--- src/rtl/nn_frame_driver.sv ---
// nn_frame_driver: collects four signed 5-bit samples into a vector, strobes
// the inference core once, waits for both results (with a timeout), then
// returns out0 and out1 serially on a valid/ready stream.
//
// state   | meaning
// --------+-------------------------------------------------------------
// COLLECT | accepting samples into the buffer; s_ready high
// FIRE    | one-cycle in_ready strobe; x0..x3 already hold the new vector
// WAIT    | waiting for out0_ready && out1_ready; timeout timer running
// SEND0   | presenting captured out0 (m_last=0)
// SEND1   | presenting captured out1 (m_last=1)
module nn_frame_driver #(
  parameter int TIMEOUT = 15,
  parameter int CNT_W   = 8
) (
  input  logic               clk,
  input  logic               rst,
  input  logic signed [4:0]  s_data,
  input  logic               s_valid,
  output logic               s_ready,
  output logic signed [4:0]  x0,
  output logic signed [4:0]  x1,
  output logic signed [4:0]  x2,
  output logic signed [4:0]  x3,
  output logic               in_ready,
  input  logic signed [16:0] out0,
  input  logic signed [16:0] out1,
  input  logic               out0_ready,
  input  logic               out1_ready,
  output logic signed [16:0] m_data,
  output logic               m_valid,
  input  logic               m_ready,
  output logic               m_last,
  output logic               busy,
  output logic               timeout_err
);

  typedef enum logic [2:0] {
    COLLECT = 3'd0,
    FIRE    = 3'd1,
    WAIT    = 3'd2,
    SEND0   = 3'd3,
    SEND1   = 3'd4
  } state_t;

  // The timer is a down-counter: loaded in FIRE so that WAIT lasts at most
  // TIMEOUT cycles, expiring on the cycle it reads zero.
  localparam logic [CNT_W-1:0] TC_LOAD = CNT_W'(TIMEOUT - 1);

  state_t                state;
  state_t                state_nxt;
  logic [1:0]            cnt;
  logic signed [4:0]     smp0;
  logic signed [4:0]     smp1;
  logic signed [4:0]     smp2;
  logic [CNT_W-1:0]      wait_cnt;
  logic signed [16:0]    res0;
  logic signed [16:0]    res1;
  logic                  accept;
  logic                  capture;
  logic                  expire;

  // s_ready is forced low while rst is held so nothing is accepted in the reset cycle.
  assign s_ready  = (state == COLLECT) && !rst;
  assign accept   = s_valid && s_ready;
  assign capture  = (state == WAIT) && out0_ready && out1_ready;
  assign expire   = (state == WAIT) && !capture && (wait_cnt == '0);

  assign in_ready = (state == FIRE);
  assign m_valid  = (state == SEND0) || (state == SEND1);
  assign m_last   = (state == SEND1);
  assign busy     = (state != COLLECT);
  assign m_data   = (state == SEND1) ? res1 :
                    (state == SEND0) ? res0 : '0;

  // State register.
  always_ff @(posedge clk) begin
    if (rst) state <= COLLECT;
    else     state <= state_nxt;
  end

  // Next-state decode.
  always_comb begin
    state_nxt = state;
    case (state)
      COLLECT: if (accept && (cnt == 2'd3)) state_nxt = FIRE;
      FIRE:    state_nxt = WAIT;
      WAIT: begin
        if (capture)     state_nxt = SEND0;
        else if (expire) state_nxt = COLLECT;
      end
      SEND0:   if (m_ready) state_nxt = SEND1;
      SEND1:   if (m_ready) state_nxt = COLLECT;
      default: state_nxt = COLLECT;
    endcase
  end

  // Sample buffer, vector registers, timer, result capture and sticky error.
  always_ff @(posedge clk) begin
    if (rst) begin
      cnt         <= '0;
      smp0        <= '0;
      smp1        <= '0;
      smp2        <= '0;
      x0          <= '0;
      x1          <= '0;
      x2          <= '0;
      x3          <= '0;
      wait_cnt    <= '0;
      res0        <= '0;
      res1        <= '0;
      timeout_err <= 1'b0;
    end else begin
      if (accept) begin
        case (cnt)
          2'd0: smp0 <= s_data;
          2'd1: smp1 <= s_data;
          2'd2: smp2 <= s_data;
          default: begin
            // Fourth sample goes straight to x3; the vector updates on the FIRE edge.
            x0 <= smp0;
            x1 <= smp1;
            x2 <= smp2;
            x3 <= s_data;
          end
        endcase
        cnt <= cnt + 2'd1;
      end

      if (state == FIRE)
        wait_cnt <= TC_LOAD;
      else if ((state == WAIT) && (wait_cnt != '0))
        wait_cnt <= wait_cnt - CNT_W'(1);

      if (capture) begin
        res0 <= out0;
        res1 <= out1;
      end

      if (expire)
        timeout_err <= 1'b1;
    end
  end

endmodule

--- config.mk ---
export PLATFORM = sky130hd
export DESIGN_NAME = nn_frame_driver
export DESIGN_NICKNAME = d
export VERILOG_FILES = /design/src/rtl/nn_frame_driver.sv
export SDC_FILE = /design/constraint.sdc
export NUM_CORES = 1
export LEC_CHECK = 0
export ABC_AREA = 1
export CAP_MARGIN = 10
export CORE_UTILIZATION = 49
export DETAILED_ROUTE_END_ITERATION = 16
export MAX_ROUTING_LAYER = met4
export PLACE_DENSITY = 0.82
export SLEW_MARGIN = 5
export SYNTH_ARGS = -nofsm -noshare
export SYNTH_HDL_FRONTEND = slang
export SYNTH_SLANG_ARGS = --single-unit
export TNS_END_PERCENT = 20
--- constraint.sdc ---
create_clock -name clk -period 2 [get_ports clk]
set_input_delay 0.4 -clock clk [delete_from_list [all_inputs] [get_ports clk]]
set_output_delay 0.4 -clock clk [all_outputs]
set_load 0.1 [all_outputs]
### Word-level counts from Yosys, hierarchy flattened

Cells that the tools add are included.

| cells by class | value |
|---|---|
| bitwise gates (word level) | 1 |
| reductions and logical operators | 24 |
| divide/modulo/power cells | 0 |
| multiplexer cells | 10 |
| equal/unequal tests | 11 |
| multiply operators | 0 |
| $lt $le $gt $ge | 0 |
| shift-type cells | 0 |
| $add $sub $neg | 2 |

Operators with widths:

| kind | number |
|---|---|
| 17-bit 2-to-1 mux | 2 |
| 3-bit 2-to-1 mux | 5 |
| 3-bit case mux with 5 select lines | 1 |
| 1-bit logical AND | 8 |
| 8-bit logical NOT | 1 |
| 4-bit 2-to-1 mux | 2 |
| 2-bit AND reduction | 4 |
| 8-bit nonzero test | 1 |
| 8-bit by 1-bit subtractor with 8-bit output, second input constant | 1 |
| 3-bit by 2-bit equality test with 1-bit output, second input constant | 2 |
| 2-bit equality test, second input constant | 2 |
| 2-bit inequality test, second input constant | 2 |
| 4-bit AND reduction | 1 |
| 3-bit by 1-bit equality test with 1-bit output, second input constant | 1 |
| 3-bit equality test, second input constant | 1 |
| 3-bit logical NOT | 1 |
| 3-bit inequality test, second input constant | 1 |
| 3-bit nonzero test | 1 |
| 3-bit OR reduction | 1 |
| 2-bit by 1-bit adder with 2-bit output, second input constant | 1 |
| 2-bit by 1-bit equality test with 1-bit output, second input constant | 1 |
| 1-bit logical NOT | 2 |
| 2-bit logical NOT | 1 |
| 2-bit by 1-bit inequality test with 1-bit output, second input constant | 1 |
| 4 further kinds | 4 |

| storage, ports and cells | value |
|---|---|
| latch bits | 0 |
| input port bits | 45 |
| bits in writable memories | 0 |
| memories | 0 |
| output and inout port bits | 43 |
| memory bits (read-only) | 0 |
| flip-flop bits (word level) | 83 |

### Depth between registers and ports, before layout

| logic depth | value |
|---|---|
| depth after elaboration | 9 |
| gate-level depth with buffers | 11 |
| depth with buffers taken out | 11 |

### Least setup slack after synthesis

OpenSTA, ideal clock, no wires.

| path | value |
|---|---|
| path type | register to output |
| start point | register state[0] |
| end point | output m_data[10] |
| setup slack | -0.747 ns |
| cell stages (with the launch flop) | 5 |
| path buffers | 1 |
| data arrival time | 2.347 ns |
| required time | 1.600 ns |
| path through | dfxtp_1 > nor2_1 > nand2_2 > clkbuf_1 > o22ai_1 |

| on the way | value |
|---|---|
| word-level cells in the longest chain between the ends | 3 |
| elaborated cells on any way between the ends | 4 |
| those cells by class | eq/ne (2); mux (2) |

RTL lines:

| what | line | source |
|---|---|---|
| start, declared | 50 | `state_t state;` |
| start signal, assigned | 79 | `else state <= state_nxt;` |
| 3-bit by 2-bit equality test with 1-bit output | 74 | `(state == SEND0) ? res0 : '0;` |
| 17-bit 2-to-1 mux | 74 |  |
| 17-bit 2-to-1 mux (*) | 73 | `assign m_data = (state == SEND1) ? res1 :` |
| end, declared | 30 | `output logic signed [16:0] m_data,` |

Mark *: on every way between the ends. The rest lies on a longest branch, timed or not.

### Final worst setup path

| path | value |
|---|---|
| start point | register state[0] |
| end point | output m_data[13] |

Same word-level chain as after synthesis.

==> flow_summary.ini <==
[pwr]
total_power_mw = 5.33
cellPowerDensity_nw_per_um2 = 1080
p_leak_nw = 1.96
ir_worst_vdd_v = 0.000497

[worst_hold_path]
min_from = res1[5]
hold_depth = 2
whs_endpoint = res1[5]
min_path_type = reg2reg

[global_routing]
grt_pass1_vias = 3133
grt.overflow.total = 0
grt_antenna_before_repair = 0
grt_pass1_wl_um = 13600
grt_max_degree = 77
grt_usage = 0.244

[cts]
clkLatencyLatePin_ns = 0.37
clk_pin_slew_ns = 0.08
cts_hold_buf = 0
htreeDepth = 3
cts-buffers-inserted = 9
clk_path_buf_depth = 2
cts_sinks = 83
clock-root-buffer = clkbuf_8
cts_tree = built

[sta]
finalHoldViolCount = 0
max_freq_ghz = 0.511
tightestPinTransition_ns = 0.335
slew_viol_final = 0
rsz0062_at_grt = true
skew_ns = 0.0113
finalCritPeriodShare = 0.979
setup_ws_ns = 0.0419
period_minus_slack_ns = 1.96
fin_tns_setup_ns = 0
setup_viol = 0
relSlewSlack = 0.776

[worst_setup_path]
r2r_cells = 11
r2r_setup_slack_ns = 0.35
critPathLaunchType = register
timing.rr.start = wait_cnt[0]
r2r_end = wait_cnt[2]
crit_path_end_kind = output port
worst-path-max-fanout = 10
crit_type = reg2out
critPathArrivalTime_ns = 1.56
required_ns = 1.60

[cells_and_area]
fin_nets = 602
syn_to_final_growth_pct = 43.6
fillers = 497
final_cell_mix = 87 x nor2_1, 80 x dfxtp_1, 72 x o21ai_0
layout_commonest_cell = nor2_1
antenna_cells = 0
layout-drive-gt1-share = 0.178

[synthesis]
synthSimpleGateAreaFrac = 0.178
syn-num-nets = 514
synth-seq-cells = 83
ys_seq_area_frac = 0.484
syn_area_per_cell_um2 = 7.40
ys_warn_count = 0
synth_top_family_by_area = compound AO/OA/AOI/OAI gates
synth.distinct_cells = 24
netlist_area_um2 = 3440
synth_xor_area_frac = 0.00765
synth-adder-area-share = 0.0182
synth-compound-area-share = 0.207
postSynthCellCount = 464
muxShareOfSynthArea = 0

[run_status]
status = finished, final reports clean

[die]
fp.dieH_um = 85.7
dieArea_um2 = 7350
num_rows = 30
ios = 88
core_um2 = 6790
start_util = 0.506
die_x_um = 85.7

[route]
dr.pass1.iters = 4
viasPerCell = 5.03
vias = 3286
wl_um = 8510
antenna_left = 0
wl_per_cell_um = 13.0
drt_iter0_drc = 162
drcViolationCount = 0

[run]
cap_violations = 0

[placed_design]
io_buffers = 87
pre_cts_slack_ns = 0.0975
dp_hpwl_um = 5860
gp_congestion = 0.899
[cell families (layout without fill, tap and decap cells)]
group	count (synthesis)	count (layout)
DFF	83	83
and+or+nand+nor	148	148
buffers and inverters	88	181
AOI/OAI and AO/OA	137	137
xor gates and xnor gates	3	3
adders and majority gates	5	5
[synthesized netlist by cell type (all sizes together)]
library cell / instances / area, um2
a21oi: 44 / 220
buf: 8 / 58.8
clkbuf: 14 / 55.1
dfxtp: 83 / 1660
ha: 5 / 62.6
inv: 66 / 248
nand2: 43 / 174
nand3: 11 / 65.1
nand4: 3 / 18.8
nor2: 90 / 348
o211ai: 1 / 7.51
o21ai: 74 / 370
o22ai: 17 / 106
o31ai: 1 / 7.51
or2: 1 / 6.26
xor2: 3 / 26.3
[power by group]
part	internal [mW]	switching (mW)
registers	1.84	0.133
clock network	0.496	0.645
logic	0.781	1.43
total	3.12	2.21
[state kept, by name, summed over array words and instances, names as in the netlist]
| name | cells |
|---|---|
| res1 | 17 |
| smp1 | 5 |
| smp2 | 5 |
| x3 | 5 |
| x1 | 5 |
| wait_cnt | 8 |
| x0 | 5 |
| x2 | 5 |
| state | 3 |
| timeout_err | 1 |
| res0 | 17 |
| smp0 | 5 |
| cnt | 2 |
[routing by layer]
metal,up-vias,track usage,share of wire
li1,1677,-,-
met1,1528,0.266,0.42
met2,66,0.424,0.52
met3,15,0.0606,0.044
met4,0,0.106,0.019
met5,-,-,0
[what timing repair did]
item / CTS / global route
gates resized for setup: 11 / 6
setup buffers: 3 / 1
endpoints found under the setup margin: 18 / 13
hold endpoints to repair: 0 / 0
pin swaps: 1 / 0
[per-stage QoR]
step | hold slack (ns) | util | std cells | cell area (um2)
after CTS | 0.463 | 0.720 | 652 | 4890
after global routing | 0.486 | 0.726 | 653 | 4930
after detailed placement | 0.446 | 0.683 | 633 | 4640
final | 0.459 | 0.726 | 653 | 4930
after global placement | 0.440 | 0.683 | 633 | 4640
after floorplan | 0.429 | - | 464 | 3510
[layout make-up]
type	count	area, um2	share of cell area
inverters	66	248	0.0502
clock inverters	6	48.8	0.00989
well taps	96	120	0.0244
repair buffers	99	1160	0.236
multi-input cells	293	1550	0.313
clock buffers	10	138	0.0279
flip-flops and latches	83	1670	0.338
[critical path, stage by stage (launching register included)]
cell     delay [ns]
dfxtp_4        0.39
nor2_4         0.14
nand2_4        0.12
buf_4          0.19
o22ai_2        0.15
buf_12         0.20
[how the worst max path moves through the flow]
stage,depth (start not counted),start,endpoint
2_1_floorplan,3,state[0],m_data[0]
3_3_place_gp,5,rst,s_ready
3_5_place_dp,8,rst,x3[3]
4_1_cts,5,state[2],m_data[9]
5_1_grt,4,state[1],in_ready
6_report,5,state[0],m_data[13]
Note: power is estimated with default switching activity, not from simulation.
